<file path="config.mk">
export PLATFORM = sky130hd
export DESIGN_NAME = reg_arbiter
export DESIGN_NICKNAME = d
export VERILOG_FILES = /design/src/rtl/reg_arbiter.sv
export SDC_FILE = /design/constraint.sdc
export NUM_CORES = 1
export LEC_CHECK = 0
export ABC_AREA = 1
export CORE_AREA = 2 2 63 65
export CTS_BUF_LIST = sky130_fd_sc_hd__clkbuf_8
export CTS_CLUSTER_SIZE = 14
export DETAILED_ROUTE_END_ITERATION = 12
export DIE_AREA = 0 0 65 67
export HOLD_SLACK_MARGIN = 0.05
export PLACE_DENSITY = 0.95
export SLEW_MARGIN = 20
export SYNTH_ARGS = -nofsm -noshare
export SYNTH_HDL_FRONTEND = slang
export SYNTH_SLANG_ARGS = --single-unit
export TNS_END_PERCENT = 1
</file>
<file path="constraint.sdc">
create_clock -name clk -period 2 [get_ports clk]
set_input_delay 0.4 -clock clk [delete_from_list [all_inputs] [get_ports clk]]
set_output_delay 0.4 -clock clk [all_outputs]
set_load 0.01 [all_outputs]
</file>
<file path="src/rtl/reg_arbiter.sv">
// Two-requester access controller for a shared load-enable register (IDLE/ACCESS/ACK FSM).
// Optional build macro REG_ARBITER_FIXED_PRIO_EN: requester 0 always wins conflicts (no round-robin pointer).
module reg_arbiter #(
  parameter int WIDTH = 16
) (
  input  logic             clk,
  input  logic             reset,
  input  logic             req0,
  input  logic             we0,
  input  logic [WIDTH-1:0] din0,
  output logic             ack0,
  input  logic             req1,
  input  logic             we1,
  input  logic [WIDTH-1:0] din1,
  output logic             ack1,
  output logic [WIDTH-1:0] rdata,
  output logic             busy,
  output logic [WIDTH-1:0] reg_in,
  output logic             reg_load,
  input  logic [WIDTH-1:0] reg_out
);

  typedef enum logic [1:0] {
    ST_IDLE   = 2'b00,
    ST_ACCESS = 2'b01,
    ST_ACK    = 2'b10
  } state_t;

  state_t           state_r;
  state_t           state_nxt_s;
  logic             owner_r;
  logic             we_q_r;
  logic [WIDTH-1:0] din_q_r;
  logic             prio_s;
  logic             grant_s;
  logic             sel_s;

`ifdef REG_ARBITER_FIXED_PRIO_EN
  assign prio_s = 1'b0;
`else
  logic prio_r;

  // Round-robin pointer: the requester that did not just finish wins the next conflict.
  always_ff @(posedge clk) begin
    if (reset) begin
      prio_r <= 1'b0;
    end else if (state_r == ST_ACK) begin
      prio_r <= ~owner_r;
    end else begin
      prio_r <= prio_r;
    end
  end

  assign prio_s = prio_r;
`endif

  // Arbitration: a lone requester wins outright, a conflict goes to the pointer.
  always_comb begin
    grant_s = req0 | req1;
    if (req0 && req1) begin
      sel_s = prio_s;
    end else if (req1) begin
      sel_s = 1'b1;
    end else begin
      sel_s = 1'b0;
    end
  end

  // Next-state logic.
  always_comb begin
    state_nxt_s = state_r;
    case (state_r)
      ST_IDLE: begin
        if (grant_s) begin
          state_nxt_s = ST_ACCESS;
        end else begin
          state_nxt_s = ST_IDLE;
        end
      end
      ST_ACCESS: state_nxt_s = ST_ACK;
      ST_ACK:    state_nxt_s = ST_IDLE;
      default:   state_nxt_s = ST_IDLE;
    endcase
  end

  // State register.
  always_ff @(posedge clk) begin
    if (reset) begin
      state_r <= ST_IDLE;
    end else begin
      state_r <= state_nxt_s;
    end
  end

  // Transaction capture; we/din are only sampled in the grant cycle.
  always_ff @(posedge clk) begin
    if (reset) begin
      owner_r <= 1'b0;
      we_q_r  <= 1'b0;
      din_q_r <= {WIDTH{1'b0}};
    end else if (state_r == ST_IDLE && grant_s) begin
      owner_r <= sel_s;
      we_q_r  <= sel_s ? we1 : we0;
      din_q_r <= sel_s ? din1 : din0;
    end else begin
      owner_r <= owner_r;
      we_q_r  <= we_q_r;
      din_q_r <= din_q_r;
    end
  end

  // Output decode; reset kills a write in the very cycle it is asserted.
  always_comb begin
    busy     = 1'b0;
    reg_in   = {WIDTH{1'b0}};
    reg_load = 1'b0;
    rdata    = {WIDTH{1'b0}};
    ack0     = 1'b0;
    ack1     = 1'b0;
    case (state_r)
      ST_IDLE: begin
        busy = 1'b0;
      end
      ST_ACCESS: begin
        busy     = 1'b1;
        reg_in   = din_q_r;
        reg_load = we_q_r & ~reset;
      end
      ST_ACK: begin
        busy  = 1'b1;
        rdata = reg_out;
        ack0  = ~owner_r;
        ack1  = owner_r;
      end
      default: begin
        busy = 1'b0;
      end
    endcase
  end

endmodule
</file>
==> results of run 1 <==
==> worst max path at each step <==
stage | from | to | slack (ns) | depth (start not counted)
2_1_floorplan | state_r[1] | reg_in[10] | 0.55 | 6
3_3_place_gp | reset | reg_load | 0.03 | 5
3_5_place_dp | reset | reg_load | 0.04 | 5
4_1_cts | state_r[0] | rdata[14] | -0.09 | 6
5_1_grt | state_r[0] | busy | 0.04 | 3
6_report | state_r[0] | busy | 0.07 | 3
==> flip-flops by register name, indices dropped and copies added, names as in the netlist <==
register	flops
din_q_r	16
state_r	2
owner_r	1
prio_r	1
we_q_r	1
==> critical path: cells and delay by family, from the launching register on <==
| kind | cells | cell delay [ns] |
|---|---|---|
| adders and majority gates | 1 | 0.28 |
| buffers and inverters | 2 | 0.63 |
| DFF | 1 | 0.37 |
==> kinds of logic (layout without fill, tap and decap cells) <==
group	after synthesis	count (layout)	synth area share (%)
compound gates	36	36	12.62
simple gates	111	111	32.15
fa+ha+maj	4	4	3.457
flops	21	21	29.04
buf+inv	73	159	22.73
==> cells in the final DEF (no fill, tap or decap), drive strengths merged <==
| cell | count |
|---|---|
| ha | 4 |
| dlymetal6s2s | 13 |
| o21ai | 17 |
| buf | 8 |
| dlygate4sd2 | 22 |
| a21oi | 18 |
| nand3 | 18 |
| nand2 | 53 |
| clkbuf | 3 |
| a211oi | 1 |
| nor2 | 40 |
| clkdlybuf4s50 | 54 |
| dfxtp | 21 |
| inv | 58 |
| clkinv | 1 |
==> metrics by stage <==
stage,utilization (%),instances
global placement,65.09,375
floorplan,-,245
global route,67.25,379
finish,67.25,379
CTS,65.86,379
detailed placement,65.09,375
==> per-layer routing <==
metal,GRT usage [%],up-vias,wire length [µm]
met1,18.39,760,1595
li1,-,897,-
met2,35.57,67,2089
met3,5.236,2,374
met4,6.383,0,27
met5,0,-,0
==> cell type report <==
| cell class | instances | share of cell area (%) |
|---|---|---|
| timing repair buffer | 97 | 39.89 |
| multi-input combinational | 151 | 29.41 |
| sequential | 21 | 17.39 |
| inverter | 58 | 8.978 |
| tap | 48 | 2.477 |
| clock buffer | 3 | 1.703 |
| clock inverter | 1 | 0.1548 |
==> power groups by stage <==
stage	clock network, mW	registers, mW	logic [mW]
floorplan	0	0.490	0.234
global placement	0	0.493	0.410
detailed placement	0	0.497	0.419
CTS	0.275	0.487	0.412
global route	0.297	0.494	0.457
finish	0.275	0.489	0.410
==> impl_results.md, run 1 <==
- Total grt overflow: 0
- Max Cap Viol: 0
- Main synth FF type: dfxtp_1
- Reg2reg start: state_r[0]
- Synth-to-layout area growth: 67.50%
- Post-Place Cell Area: 2347 µm²
- Yosys top cell area share: 29.04%
- Top post-synthesis cells by count: inv_1 (57), nand2_1 (52), nor2_1 (38)
- Via density: 4.554
- Hold Crit Class: flip-flop to flip-flop
- Share of cells above drive strength 1: 5.438%
- Slew @ Worst Pin: 0.4519 ns
- Hold Path Origin: owner_r
- Width of the die: 65 µm
- Multi-input gate area: 713.2 µm²
- WHS Path Cells: 2
- CP Data Arrival Time: 1.53 ns
- Starting Density: 40.15%
- Synth area leader: dfxtp_1
- Clock sink count: 21
- Die Footprint: 4355 µm²
- WHS: 0.4910 ns
- Switch share: 30.58%
- Worst slack, placed: 0.04132 ns
- Peak VDD IR: 0.3548 mV
- Internal Power: 815.5 µW
- Setup TNS: 0 ns
- Final nets: 390
- Yosys warnings: 0
- Sink of the worst hold path: owner_r
- Post_cts resized: 25
- Post-CTS setup repair buffer count: 0
- RSZ-0062 raised after global routing: false
- Slack of the critical path: 0.06708 ns
- Vias: 1,726
- Crit path max-delay cell type: clkdlybuf4s50_1
- Max frequency: 517.4 MHz
- Gr usage total: 18.28%
- Power Dens Cells: 484.5 nW/µm²
- Post-cts hold buffer count: 0
- Core Box Area: 3606 µm²
- Fillcell total: 348
- Std cell rows: 22
- Setup violators final: 0
- Wire per inst: 10.78 µm
- Relative slew slack: 69.87%
- Post-synthesis async set-or-reset flop share: 0%
- Sequential area share after synthesis: 29.04%
- Fin. max-slew vios: 0
- Crit share post-route: 96.65%
- Psw: 359.2 µW
- Worst setup EP type: output port
- Most frequent cell after synthesis: inv_1
- Register Area: 421.7 µm²
- Total power draw: 1.175 mW
- Antenna viol nets, final: 0
- Post-layout min period: 1.933 ns
- Clock slew at reported path FFs: 0.08 ns
- Remaining DRCs: 0
- Num CTS Buffers: 3
- Final Wtd Congestion: 0.7733
- Synthesized cell area: 1448 µm²
- Clk root buf: clkbuf_8
- Iter 0 DRT Violations: 61
- Post-synth EDFFs: 0
- Final instance area: 2425 µm²
- Cell chain of the critical path: inv_1 -> ha_1 -> clkdlybuf4s50_1
- Layout Skew: 0.002424 ns
- Cells after Synth: 245
- Yosys cell types: 16
- Required @ worst endpoint: 1.60 ns
- Setup CP Type: flip-flop to output port
- Gate power share: 34.9%
- Clock power share: 23.4%
- RR Endpoint: we_q_r
- H-tree levels: 1
- Final hold vios: 0
- CTS tree: built
- Die Y: 67 µm
- Synth Area per Inst: 5.909 µm²
- Run status: completed
- Reg power frac: 41.7%
- First-pass GRT wire length: 6320 µm
- FF-to-FF setup slack: 0.47 ns
- Antenna violations before repair: 0
- Syn_nets: 303
- Largest net degree at the start of global routing: 36
- Top cells by area, synth: dfxtp_1 (29%), inv_1 (15%), nand2_1 (13%), nor2_1 (9.9%), a21oi_1 (6.2%)
- PortBufs: 89
- Critical path launch point type: flip-flop
- IO Pins: 90
- Pleak: 1.617 nW
- Critical path fanouts, max: 3
- DP HPWL: 3085 µm
- Max Root-Sink Buffers: 2
- Slowest cell delay on critical path: 0.55 ns
- Reg2reg path depth: 7
- N_diodes: 0
- Synthesized flop and latch total: 21
- Later-pin clock latency in the skew report: 0.26 ns
- DRT Pass-1 Iters: 4
- Vias in the first global route: 1,572
- Wirelength, routed: 4086 µm
Power figures use the tool's default switching activity.
==> run 2: changes to the inputs <==
--- a/config.mk
+++ b/config.mk
@@ -11,7 +11,7 @@
 export CTS_CLUSTER_SIZE = 14
 export DETAILED_ROUTE_END_ITERATION = 12
 export DIE_AREA = 0 0 65 67
-export HOLD_SLACK_MARGIN = 0.05
+export HOLD_SLACK_MARGIN = 0.1
 export PLACE_DENSITY = 0.95
 export SLEW_MARGIN = 20
 export SYNTH_ARGS = -nofsm -noshare
==> results of run 2 <==
No change in the layout: final DEF, timing and power equal those of run 1.
==> run 3: changes to the inputs <==
--- a/config.mk
+++ b/config.mk
@@ -5,14 +5,14 @@
 export SDC_FILE = /design/constraint.sdc
 export NUM_CORES = 1
 export LEC_CHECK = 0
-export ABC_AREA = 1
-export CORE_AREA = 2 2 63 65
+export CORE_AREA = 2 2 61 63
 export CTS_BUF_LIST = sky130_fd_sc_hd__clkbuf_8
 export CTS_CLUSTER_SIZE = 14
 export DETAILED_ROUTE_END_ITERATION = 12
-export DIE_AREA = 0 0 65 67
+export DIE_AREA = 0 0 63 65
 export HOLD_SLACK_MARGIN = 0.1
 export PLACE_DENSITY = 0.95
+export RECOVER_POWER = 50
 export SLEW_MARGIN = 20
 export SYNTH_ARGS = -nofsm -noshare
 export SYNTH_HDL_FRONTEND = slang
==> run 3 against run 2 <==
Compared with the run above:
- clock power down 3%
- critical path type unchanged
- wire length shrank 4.1%
- core utilization down 2.9 points
- area after synthesis decreased by 14%
- worst hold slack better by 0.0032 ns
- flip-flop and latch count unchanged
- highest routed layer unchanged
- worst setup slack better by 0.016 ns
- global-route usage is 0.89 points higher
==> impl_results.md, run 3 <==
- Run status: completed
- DRT Pass-1 Iters: 4 (unchanged)
- Post-Place Cell Area: 2178 µm² (-7.2%)
- Post-synth EDFFs: 0 (unchanged)
- Yosys top cell area share: 33.80% (+4.8 points)
- Max Root-Sink Buffers: 2 (unchanged)
- Clock sink count: 21 (unchanged)
- Layout Skew: 0.006349 ns (+0.003924 ns)
- FF-to-FF setup slack: 0.58 ns (+0.11 ns)
- Crit path max-delay cell type: clkdlybuf4s50_1
- Cells after Synth: 155 (-37%)
- Peak VDD IR: 0.2475 mV (-30%)
- Antenna viol nets, final: 0 (unchanged)
- Slack of the critical path: 0.08347 ns (+0.01639 ns)
- Worst setup EP type: output port
- Yosys cell types: 19 (+3)
- Vias in the first global route: 1,392 (-11%)
- Via density: 5.066 (+11%)
- Largest net degree at the start of global routing: 35 (-2.8%)
- PortBufs: 89 (unchanged)
- Yosys warnings: 0 (unchanged)
- Largest registers: din_q_r (16), state_r (2)
- Sequential area share after synthesis: 33.80% (+4.8 points)
- Vias: 1,464 (-15%)
- Num CTS Buffers: 3 (unchanged)
- Top Usage Layer GRT: met2
- Hold Path Origin: din_q_r[6]
- Post-synthesis async set-or-reset flop share: 0% (unchanged)
- Std cell rows: 22 (unchanged)
- Worst slack, placed: -0.04630 ns (-0.08762 ns)
- Reg2reg path depth: 6 (-1)
- Post-layout min period: 1.917 ns (-0.01639 ns)
- Clock slew at reported path FFs: 0.08 ns (about the same)
- Largest register by flop count: din_q_r
- Top cells by area, synth: dfxtp_1 (34%), and2_1 (17%), a311oi_1 (12%), nand3_1 (6.8%), o21ai_0 (6.8%)
- WHS Path Cells: 2 (unchanged)
- Critical path fanouts, max: 3 (unchanged)
- Remaining DRCs: 0 (unchanged)
- Width of the die: 63 µm (-3.1%)
- Synth area leader: dfxtp_1
- Total power draw: 1.121 mW (-4.5%)
- Most frequent cell after synthesis: and2_1
- Synthesized cell area: 1244 µm² (-14%)
- Synth Area per Inst: 8.024 µm² (+36%)
- Die Y: 65 µm (-3.0%)
- Inst Count DP: 285 (-24%)
- H-tree levels: 1 (unchanged)
- Max Cap Viol: 0 (unchanged)
- Setup CP Type: flip-flop to output port
- Share of cells above drive strength 1: 7.054% (+1.6 points)
- N_diodes: 0 (unchanged)
- Main synth FF type: dfxtp_1
- Post-cts hold buffer count: 0 (unchanged)
- Crit share post-route: 95.83% (-0.82 points)
- Final instance area: 2248 µm² (-7.3%)
- First-pass GRT wire length: 6237 µm (-1.3%)
- IO Pins: 90 (unchanged)
- Starting Density: 35.58% (-4.6 points)
- Final nets: 300 (-23%)
- Slew @ Worst Pin: 0.8685 ns (+0.4166 ns)
- Cell chain of the critical path: inv_2 -> ha_1 -> clkdlybuf4s50_1
- Setup violators final: 0 (unchanged)
- Hold Crit Class: flip-flop to flip-flop
- CP Data Arrival Time: 1.52 ns (about the same)
- Core Box Area: 3496 µm² (-3.1%)
- Die Footprint: 4095 µm² (-6.0%)
- Relative slew slack: 42.10% (-28 points)
- Max reg flops: 16 (unchanged)
- Post-CTS setup repair buffer count: 0 (unchanged)
- Slowest cell delay on critical path: 0.53 ns (-0.02 ns)
- Most common cell after layout, fill and taps aside: clkdlybuf4s50_1
- Final hold vios: 0 (unchanged)
- Wirelength, routed: 3917 µm (-4.1%)
- Synthesized flop and latch total: 21 (unchanged)
- Syn_nets: 213 (-30%)
- Reg2reg start: state_r[1]
- Sink of the worst hold path: din_q_r[6]
- RSZ-0062 raised after global routing: false
- Fin. max-slew vios: 0 (unchanged)
- RR Endpoint: din_q_r[8]
- M1 GR Usage: 19.85% (+1.5 points)
- Pleak: 1.165 nW (-28%)
- CTS tree: built
- Final Core Density: 64.32% (-2.9 points)
- Iter 0 DRT Violations: 102 (+67%)
- Met2 usage: 36.70% (+1.1 points)
- Power Dens Cells: 498.7 nW/µm² (+2.9%)
- Required @ worst endpoint: 1.60 ns (about the same)
- Clk root buf: clkbuf_8
- Later-pin clock latency in the skew report: 0.26 ns (about the same)
- Gr usage total: 19.17% (+0.89 points)
- Met3 Use GR: 4.514% (-0.72 points)
- Total grt overflow: 0 (unchanged)
- Most frequent cells in the layout: clkdlybuf4s50_1 (53), and2_1 (31), dfxtp_1 (20), dlygate4sd2_1 (20), nor2_1 (19)
- Wire per inst: 13.55 µm (+26%)
- Antenna violations before repair: 0 (unchanged)
- Top post-synthesis cells by count: and2_1 (34), dfxtp_1 (21), nor2_1 (19)
- Final Wtd Congestion: 0.7546 (-2.4%)
- Finished Layout Cells: 289 (-24%)
- Synth-to-layout area growth: 80.78%
- DP HPWL: 3021 µm (-2.1%)
- Critical path launch point type: flip-flop
- Max frequency: 521.8 MHz (+0.86%)
[run 3: report_power, final]
part           switching (mW)  internal, mW  leakage (nW)
Sequential             0.0227         0.464         0.174
Clock                   0.132         0.136        0.0269
Combinational           0.155         0.211         0.964
[run 3: kinds of logic (layout without fill, tap and decap cells)]
group           Yosys count  count (layout)  share of synthesized area (%)
compound gates           38              38                          21.33
fa+ha+maj                 4               4                          4.024
buf+inv                  17             103                          8.450
flops                    21              21                          33.80
simple gates             75              75                          32.39
[run 3: area by class of cell]
| type | instances | area, µm² |
|---|---|---|
| clock buffers | 3 | 41.29 |
| clock inverters | 1 | 3.754 |
| fillers | 315 | 1247 |
| inverters | 3 | 11.26 |
| multi-input cells | 117 | 735.7 |
| flip-flops and latches | 21 | 421.7 |
| well taps | 48 | 60.06 |
| repair buffers | 96 | 974.7 |
[run 3: timing repair]
item / 4_1_cts / 5_1_grt
resized for setup: 29 / 14
endpoints found under the setup margin: 35 / 14
pin swaps: 0 / 0
[run 3: layer usage]
layer | part of all wire (%) | up-vias
met1 | 39 | 672
met3 | 7.8 | 6
met4 | 1.7 | 0
met5 | 0 | -
met2 | 51 | 68
li1 | - | 718
[run 3: worst max-delay path, delay by kind of cell (launching register included)]
kind,cells,cell delay [ns]
buf+inv,2,0.60
flops,1,0.39
fa+ha+maj,1,0.27
[run 3: worst max path at each step]
stage                     from        end  slack, ns
floorplan           state_r[0]  rdata[10]       0.59
global placement         reset   reg_load      0.002
detailed placement       reset   reg_load      -0.05
CTS                 state_r[1]  reg_in[3]       0.02
global route        state_r[0]       ack1       0.03
finish              state_r[1]       busy       0.08
[run 3: stage by stage]
step           TNS [ns]  hold slack, ns
2_1_floorplan         0          0.4680
3_3_place_gp          0          0.4820
3_5_place_dp   -0.04630          0.4864
4_1_cts               0          0.4967
5_1_grt               0          0.5206
6_report              0          0.4943
